$ cat src/rtl/cmd_word_aligner_pkg.sv
// Shared definitions for the command-stream word aligner.
//   SYNC_WORD_DEFAULT : frame pattern the aligner locks onto
//   BIT_CNT_W         : width of the in-frame bit position counter
//   align_state_e     : HUNT / VERIFY / LOCKED alignment states
//   sat_inc8          : 8-bit saturating increment
package cmd_word_aligner_pkg;

    localparam logic [15:0] SYNC_WORD_DEFAULT = 16'h817E;
    localparam int          BIT_CNT_W         = 4;

    typedef enum logic [1:0] {
        ST_HUNT   = 2'd0,
        ST_VERIFY = 2'd1,
        ST_LOCKED = 2'd2
    } align_state_e;

    function automatic logic [7:0] sat_inc8(input logic [7:0] v);
        return (v == 8'hFF) ? v : v + 8'd1;
    endfunction

endpackage

$ cat src/rtl/cmd_word_aligner.sv
// Command-path front end. Recovers 16-bit frames from the serial command
// stream (one already-sampled bit per clk160, MSB first) by aligning to
// SYNC_WORD, and forwards every non-sync frame once locked.
//
// Ports:
//   clk160        in   1   sole clock
//   rst           in   1   synchronous reset, active-high
//   data_in       in   1   serial command bit
//   data_out      out  16  recovered frame, holds between strobes
//   word_valid    out  1   one-cycle strobe per forwarded frame
//   locked        out  1   high while in LOCKED
//   sync_seen     out  1   one-cycle pulse per aligned sync frame
//   lock_loss_cnt out  8   LOCKED->HUNT transitions, saturating
//
// Output handshake: word_valid is a valid-only strobe with no ready. The
// consumer must take data_out in the cycle word_valid is high; there is no
// backpressure and at most one strobe occurs per 16 cycles.
module cmd_word_aligner
    import cmd_word_aligner_pkg::*;
#(
    parameter logic [15:0] SYNC_WORD  = SYNC_WORD_DEFAULT,
    parameter int          LOCK_SYNCS = 4,
    parameter int          MAX_GAP    = 64
) (
    input  logic        clk160,
    input  logic        rst,
    input  logic        data_in,
    output logic [15:0] data_out,
    output logic        word_valid,
    output logic        locked,
    output logic        sync_seen,
    output logic [7:0]  lock_loss_cnt
);

    localparam int MISS_W = $clog2(MAX_GAP + 1);
    localparam int SYNC_W = $clog2(LOCK_SYNCS + 1);

    align_state_e           state, state_n;
    logic [15:0]            sr, sr_next;
    logic [BIT_CNT_W-1:0]   bit_cnt, bit_cnt_n;
    logic [SYNC_W-1:0]      sync_cnt, sync_cnt_n, sync_inc;
    logic [MISS_W-1:0]      miss_cnt, miss_cnt_n, miss_inc;
    logic [15:0]            data_out_n;
    logic                   word_valid_n;
    logic                   sync_seen_n;
    logic [7:0]             lock_loss_n;
    logic                   boundary;
    logic                   word_is_sync;
    logic                   sync_last;
    logic                   miss_last;

    always_comb begin
        sr_next      = {sr[14:0], data_in};
        // Frame boundary is the cycle whose sampled bit completes the frame.
        boundary     = (bit_cnt == {BIT_CNT_W{1'b1}});
        word_is_sync = (sr_next == SYNC_WORD);

        // Saturating counter steps and their terminal conditions.
        sync_inc  = (int'(sync_cnt) >= LOCK_SYNCS) ? sync_cnt : sync_cnt + 1'b1;
        miss_inc  = (int'(miss_cnt) >= MAX_GAP)    ? miss_cnt : miss_cnt + 1'b1;
        sync_last = (int'(sync_cnt) + 1 >= LOCK_SYNCS);
        miss_last = (int'(miss_cnt) + 1 >= MAX_GAP);

        state_n      = state;
        bit_cnt_n    = bit_cnt + 1'b1;
        sync_cnt_n   = sync_cnt;
        miss_cnt_n   = miss_cnt;
        data_out_n   = data_out;
        word_valid_n = 1'b0;
        sync_seen_n  = 1'b0;
        lock_loss_n  = lock_loss_cnt;

        case (state)
            ST_HUNT: begin
                // Any bit position may start a sync; re-phase the frame
                // counter so the next boundary is 16 bits later.
                if (word_is_sync) begin
                    bit_cnt_n  = '0;
                    sync_cnt_n = SYNC_W'(1);
                    miss_cnt_n = '0;
                    state_n    = ST_VERIFY;
                end
            end
            ST_VERIFY: begin
                if (boundary) begin
                    if (word_is_sync) begin
                        sync_cnt_n  = sync_inc;
                        miss_cnt_n  = '0;
                        sync_seen_n = 1'b1;
                        if (sync_last) state_n = ST_LOCKED;
                    end else begin
                        miss_cnt_n = miss_inc;
                        if (miss_last) state_n = ST_HUNT;
                    end
                end
            end
            ST_LOCKED: begin
                if (boundary) begin
                    if (word_is_sync) begin
                        miss_cnt_n  = '0;
                        sync_seen_n = 1'b1;
                    end else if (!miss_last) begin
                        data_out_n   = sr_next;
                        word_valid_n = 1'b1;
                        miss_cnt_n   = miss_inc;
                    end else begin
                        // The frame that exhausts the gap budget is dropped.
                        miss_cnt_n  = miss_inc;
                        state_n     = ST_HUNT;
                        lock_loss_n = sat_inc8(lock_loss_cnt);
                    end
                end
            end
            default: begin
                state_n = ST_HUNT;
            end
        endcase
    end

    always_ff @(posedge clk160) begin
        if (rst) begin
            state         <= ST_HUNT;
            sr            <= '0;
            bit_cnt       <= '0;
            sync_cnt      <= '0;
            miss_cnt      <= '0;
            data_out      <= '0;
            word_valid    <= 1'b0;
            sync_seen     <= 1'b0;
            lock_loss_cnt <= '0;
        end else begin
            state         <= state_n;
            sr            <= sr_next;
            bit_cnt       <= bit_cnt_n;
            sync_cnt      <= sync_cnt_n;
            miss_cnt      <= miss_cnt_n;
            data_out      <= data_out_n;
            word_valid    <= word_valid_n;
            sync_seen     <= sync_seen_n;
            lock_loss_cnt <= lock_loss_n;
        end
    end

    assign locked = (state == ST_LOCKED);

endmodule

$ cat config.mk
export PLATFORM = sky130hd
export DESIGN_NAME = cmd_word_aligner
export DESIGN_NICKNAME = d
export VERILOG_FILES = /design/src/rtl/cmd_word_aligner_pkg.sv /design/src/rtl/cmd_word_aligner.sv
export SDC_FILE = /design/constraint.sdc
export NUM_CORES = 1
export LEC_CHECK = 0
export ABC_CLOCK_PERIOD_IN_PS = 3510
export BUFFER_PORTS_ARGS = -buffer_cell sky130_fd_sc_hd__buf_2
export CAP_MARGIN = 15
export CORE_MARGIN = 2
export CORE_UTILIZATION = 60
export CTS_BUF_LIST = sky130_fd_sc_hd__clkbuf_8
export CTS_CLUSTER_DIAMETER = 30
export DETAILED_ROUTE_END_ITERATION = 8
export PLACE_DENSITY = 0.92
export SLEW_MARGIN = 15
export SYNTH_ARGS = -nofsm -noshare
export SYNTH_HDL_FRONTEND = slang
export SYNTH_SLANG_ARGS = --single-unit
$ cat constraint.sdc
create_clock -name clk160 -period 3.51 [get_ports clk160]
set_input_delay 0.351 -clock clk160 [delete_from_list [all_inputs] [get_ports clk160]]
set_output_delay 0.351 -clock clk160 [all_outputs]
set_load 0.01 [all_outputs]
# --- Word-level counts from Yosys, hierarchy flattened ---
# Index checks and enable logic that the tools add are counted.
totals:
  register_bits: 57
  word_cells: 72
op_classes:
  add_sub_neg: 6
  n_reduce_logical: 11
  n_eq_ne: 14
  bitwise: 6
  mux: 22
  magnitude_cmp: 4
op_table:
  columns: ["operator", "n"]
  rows:
  - ["7-bit two-way mux", 4]
  - ["16-bit equality test, second input constant", 1]
  - ["5-bit AND reduction", 3]
  - ["2-bit two-way mux", 7]
  - ["7-bit one-hot mux with 2 select lines", 1]
  - ["3-bit two-way mux", 4]
  - ["2-bit inequality test, second input constant", 5]
  - ["7-bit by 1-bit adder with 8-bit output, second input constant", 1]
  - ["8-bit by 1-bit adder with 8-bit output, second input constant", 1]
  - ["8-bit equality test, second input constant", 1]
  - ["8-bit by 7-bit >= comparator with 1-bit output, second input constant", 1]
  - ["4-bit two-way mux", 2]
  - ["4-bit AND reduction", 2]
  - ["7-bit by 1-bit adder with 7-bit output, second input constant", 1]
  - ["7-bit >= comparator, second input constant", 1]
  - ["3-bit inequality test, second input constant", 2]
  - ["1-bit NOT", 6]
  - ["2-bit one-hot mux with 3 select lines", 1]
  - ["3-bit one-hot mux with 2 select lines", 1]
  - ["3-bit by 1-bit adder with 4-bit output, second input constant", 1]
  - ["4-bit by 1-bit adder with 4-bit output, second input constant", 1]
  - ["4-bit equality test, second input constant", 1]
  - ["4-bit by 3-bit >= comparator with 1-bit output, second input constant", 1]
  - ["2-bit by 1-bit inequality test with 1-bit output, second input constant", 2]
  - ["other kinds (10)", 12]

# --- Depth between registers and ports, before layout ---
logic_depth:
  ltp_word: 6
  ltp_mapped: 8
  mapped_depth_nobuf: 7

# --- Worst setup path before layout ---
# No wires, ideal clock.
synth_timing:
  kind: "reg-to-reg"
  startpoint: "register miss_cnt[0]"
  endpoint: "register lock_loss_cnt[4]"
  period_less_slack_ns: 2.046
  n_path_buf: 1
  setup_time_ns: 0.121
  stages_incl_launch_ff: 8
  required_ns: 3.389
  slack_ns: 1.464
  t_arrival_ns: 1.925
  cell_sequence: "dfxtp_1 ha_1 nand4_1 or3b_4 and2_4 buf_2 nor3_1 mux2_2"
synth_via:
  elab_chain_len: 3
synth_rtl:
  columns: ["element", "line", "text"]
  rows:
  - ["start: declaration", "cmd_word_aligner.sv:42", "logic [MISS_W-1:0] miss_cnt, miss_cnt_n, miss_inc;"]
  - ["start signal: assignment", "cmd_word_aligner.sv:136", "miss_cnt <= miss_cnt_n;"]
  - ["7-bit by 1-bit adder with 8-bit output", "cmd_word_aligner.sv:62", "miss_last = (int'(miss_cnt) + 1 >= MAX_GAP);"]
  - ["8-bit by 7-bit >= comparator with 1-bit output", "cmd_word_aligner.sv:62", null]
  - ["5-bit AND reduction (no source line)", null, null]
  - ["end signal: assignment", "cmd_word_aligner.sv:140", "lock_loss_cnt <= lock_loss_n;"]
  - ["end: declaration", "cmd_word_aligner.sv:32", "output logic [7:0] lock_loss_cnt"]
# No other way between the ends.
# A chain may end at the register's enable or synchronous reset.

# --- Final worst setup path ---
layout_timing:
  startpoint: "register sr[6]"
  endpoint: "register data_out[11]"
layout_via:
  elab_chain_len: 3
layout_rtl:
  columns: ["element", "line", "text"]
  rows:
  - ["start: declaration", "cmd_word_aligner.sv:39", "logic [15:0] sr, sr_next;"]
  - ["start signal: assignment", "cmd_word_aligner.sv:133", "sr <= sr_next;"]
  - ["16-bit equality test", "cmd_word_aligner.sv:56", "word_is_sync = (sr_next == SYNC_WORD);"]
  - ["1-bit NOT (no source line)", null, null]
  - ["4-bit AND reduction (no source line)", null, null]
  - ["end signal: assignment", "cmd_word_aligner.sv:137", "data_out <= data_out_n;"]
  - ["end: declaration", "cmd_word_aligner.sv:28", "output logic [15:0] data_out,"]
# No other way between the ends.

==> impl_metrics.env <==
export IMPL_status="finished, final reports clean"
export IMPL_synth_edf_count=0
export IMPL_dr_total_vias=2110
export IMPL_cts_buffer_depth=2
export IMPL_finalInstanceArea_um2=2900
export IMPL_cts_tree="done"
export IMPL_slowest_stage="nor4b_2"
export IMPL_port_buffers=29
export IMPL_final_hold_violation_count=0
export IMPL_place_congestion=0.911
export IMPL_antenna_cells=0
export IMPL_worst_slack_ns=1.21
export IMPL_drc=0
export IMPL_avgRoutedWirePerCell_um=14.7
export IMPL_synth_seq_cells=57
export IMPL_cts_sinks=57
export IMPL_p_per_area_nw_per_um2=440
export IMPL_dr_first_iter_drc_count=176
export IMPL_crit_path_start_kind="flip-flop"
export IMPL_cts_root_buf="clkbuf_8"
export IMPL_post_dp_hpwl_mm=3.27
export IMPL_ir_drop_uv=265
export IMPL_syn_to_final_growth_pct=13.6
export IMPL_cts_setup_buffers=0
export IMPL_end_kind="flip-flop"
export IMPL_slew_headroom_pct=35.6
export IMPL_crit_type="flip-flop to flip-flop"
export IMPL_worst_slew_pin_slew_ns=0.966
export IMPL_viasPerCell=6.03
export IMPL_crit_chain="nor4b_2 -> nand4_2 -> nand4b_1 -> buf_4 -> mux2i_1 -> nor2_1"
export IMPL_cts_buffers=9
export IMPL_holdBufCountCts=0
export IMPL_routed_wl_mm=5.16
export IMPL_cp_num_buf_inv=1
export IMPL_start_util_pct=63.0
export IMPL_setup_viol=0
export IMPL_coreArea_um2=4060
export IMPL_synthCells=266
export IMPL_fp_row_count=23
export IMPL_grtUsageTotal_pct=22.8
export IMPL_syn_nets=277
export IMPL_antenna_found_initial=0
export IMPL_fin_tns_setup_ns=0
export IMPL_rsz0062_at_grt="no"
export IMPL_arrival_ns=2.49
export IMPL_syn_avg_cell_area_um2=9.61
export IMPL_hold_path_class="input pin to flip-flop"
export IMPL_clock_skew_ns=0.00743
export IMPL_place_area_um2=2710
export IMPL_insertion_delay_ns=0.34
export IMPL_io_pins=30
export IMPL_ant_nets=0
export IMPL_layout_min_cycle_time_ns=2.30
export IMPL_die_height_um=69.3
export IMPL_leakagePower_nw=1.25
export IMPL_cp_data_required_time_ns=3.70
export IMPL_drt_pass1_iterations=5
export IMPL_synthArstFlopShare_pct=0
export IMPL_critPathMaxStageDelay_ns=0.58
export IMPL_critPathMaxFanout=17
export IMPL_dp_slack_ns=1.35
export IMPL_whs_ns=0.245
export IMPL_slew_violations=0
export IMPL_htreeDepth=3
export IMPL_cp_top_family="simple AND/OR/NAND/NOR gates"
export IMPL_grt_pass1_wl_mm=8.74
export IMPL_die_area_um2=4800
export IMPL_grt_overflow=0
export IMPL_syn_area_um2=2550
export IMPL_clk_pin_slew_ns=0.07
export IMPL_drive_above_1_share_pct=20.3
export IMPL_nNetsFinal=306
export IMPL_yosysSeqAreaShare_pct=44.7
export IMPL_yosysUniqueCellTypes=54
export IMPL_fmax_mhz=435
export IMPL_cts_resized_gates=0
export IMPL_maxCapViolCount=0
export IMPL_yosysWarnings=0
export IMPL_ys_flop_type="dfxtp_1"
export IMPL_grt_pass1_vias=1869
export IMPL_grt_start_max_net_pins=59
export IMPL_min_period_over_period_pct=65.4
export IMPL_chipWidth_um=69.3
where the power goes:
part | switching, mW | internal, mW | leakage [nW]
clock | 0.260 | 0.341 | 0.0995
combinational | 0.0145 | 0.00643 | 0.695
sequential | 0.00333 | 0.652 | 0.460
total | 0.278 | 0.999 | 1.25
cell usage in the layout (no fill, tap or decap), types with 2 or more instances in the layout:
master / instances
nand3b_1: 3
mux2i_1: 17
nor2b_1: 18
ha_1: 8
o211ai_1: 2
nor3_1: 5
mux2_2: 3
and3_1: 4
a311oi_1: 3
a211oi_1: 2
or2_2: 2
o31ai_1: 4
and4_1: 3
or3_1: 2
o21ai_0: 10
nor2_1: 34
nand3_1: 9
clkinvlp_4: 2
a21bo_2: 2
a41oi_1: 3
or4_1: 3
nand4_1: 4
clkinv_2: 2
a31oi_1: 4
clkbuf_8: 10
a21oi_1: 10
nand2_1: 11
inv_1: 9
dfxtp_1: 57
buf_2: 29
worst register-to-register path: stages (launching register included):
cell and delay [ns]:
dfxtp_1 0.33, nor4b_2 0.58, nand4_2 0.36, nand4b_1 0.19, buf_4 0.30, mux2i_1 0.32, nor2_1 0.07
per-stage QoR:
step	power, mW	util [%]	cells
3_5_place_dp	0.690	66.7	334
4_1_cts	1.29	71.5	350
3_3_place_gp	0.690	66.7	334
6_report	1.28	71.5	350
2_1_floorplan	0.686	-	266
5_1_grt	1.32	71.5	350
synth_stat cells, drive strengths merged, types with 2 or more instances:
master | number | area share [%]
o211ai | 2 | 0.59
or2 | 2 | 0.49
nand4 | 5 | 1.5
nor2 | 34 | 5.0
nor4b | 2 | 1.5
a31oi | 4 | 0.98
a21oi | 10 | 2.0
o31ai | 4 | 1.2
buf | 5 | 1.5
or4 | 3 | 0.88
a211oi | 2 | 0.59
a311oi | 3 | 1.0
or3 | 2 | 0.49
nand3 | 9 | 1.8
a21bo | 2 | 0.78
dfxtp | 57 | 45
inv | 8 | 1.2
o21ai | 10 | 2.0
nand2 | 11 | 1.6
and4 | 3 | 1.0
a41oi | 4 | 1.7
ha | 8 | 3.9
mux2i | 17 | 6.7
nand3b | 3 | 0.88
nor2b | 18 | 4.4
mux2 | 3 | 1.3
nor3 | 5 | 0.98
clkbuf | 7 | 1.0
and3 | 4 | 0.98
sequential cells by signal (all words and copies together) (netlist names):
register,flops
word_valid,1
miss_cnt,7
sync_seen,1
data_out,16
lock_loss_cnt,8
bit_cnt,4
sr,15
sync_cnt,3
state,2
final timing paths:
path,from,to,slack (ns),depth (start not counted)
worst max-delay path,sr[6]$_SDFF_PP0_,data_out[11]$_SDFFE_PP0P_,1.21,6
worst min-delay path,data_in,sr[0]$_SDFF_PP0_,0.24,2
worst max register to register,sr[6]$_SDFF_PP0_,data_out[11]$_SDFFE_PP0P_,1.21,6
worst min register to register,bit_cnt[0]$_SDFF_PP0_,bit_cnt[0]$_SDFF_PP0_,0.45,1
routing by layer:
metal / wire length, µm / vias up / GRT usage, %
met5: 0 / - / 0
met4: 150 / 0 / 11.8
met3: 306 / 15 / 7.27
met2: 2390 / 71 / 34.6
met1: 2310 / 994 / 29.2
li1: - / 1030 / -
layout make-up:
class / instances / area [µm²]
Multi-Input combinational cell: 189 / 1320
Fill cell: 292 / 1160
Sequential cell: 57 / 1140
Timing Repair Buffer: 30 / 153
Clock buffer: 10 / 138
Tap cell: 50 / 62.6
Clock inverter: 6 / 58.8
Inverter: 8 / 30.0
cells by family after synthesis:
| group | count (synthesis) | synth area share (%) |
|---|---|---|
| AND/OR/NAND/NOR | 108 | 24.0 |
| flip-flops | 57 | 44.7 |
| AO/OA/AOI/OAI | 51 | 15.0 |
| buffers and inverters | 20 | 3.72 |
| multiplexers | 20 | 7.98 |
| adder cells (fa/ha/maj) | 8 | 3.92 |
| XOR/XNOR | 2 | 0.686 |
Note: power is estimated with default switching activity, not from simulation.
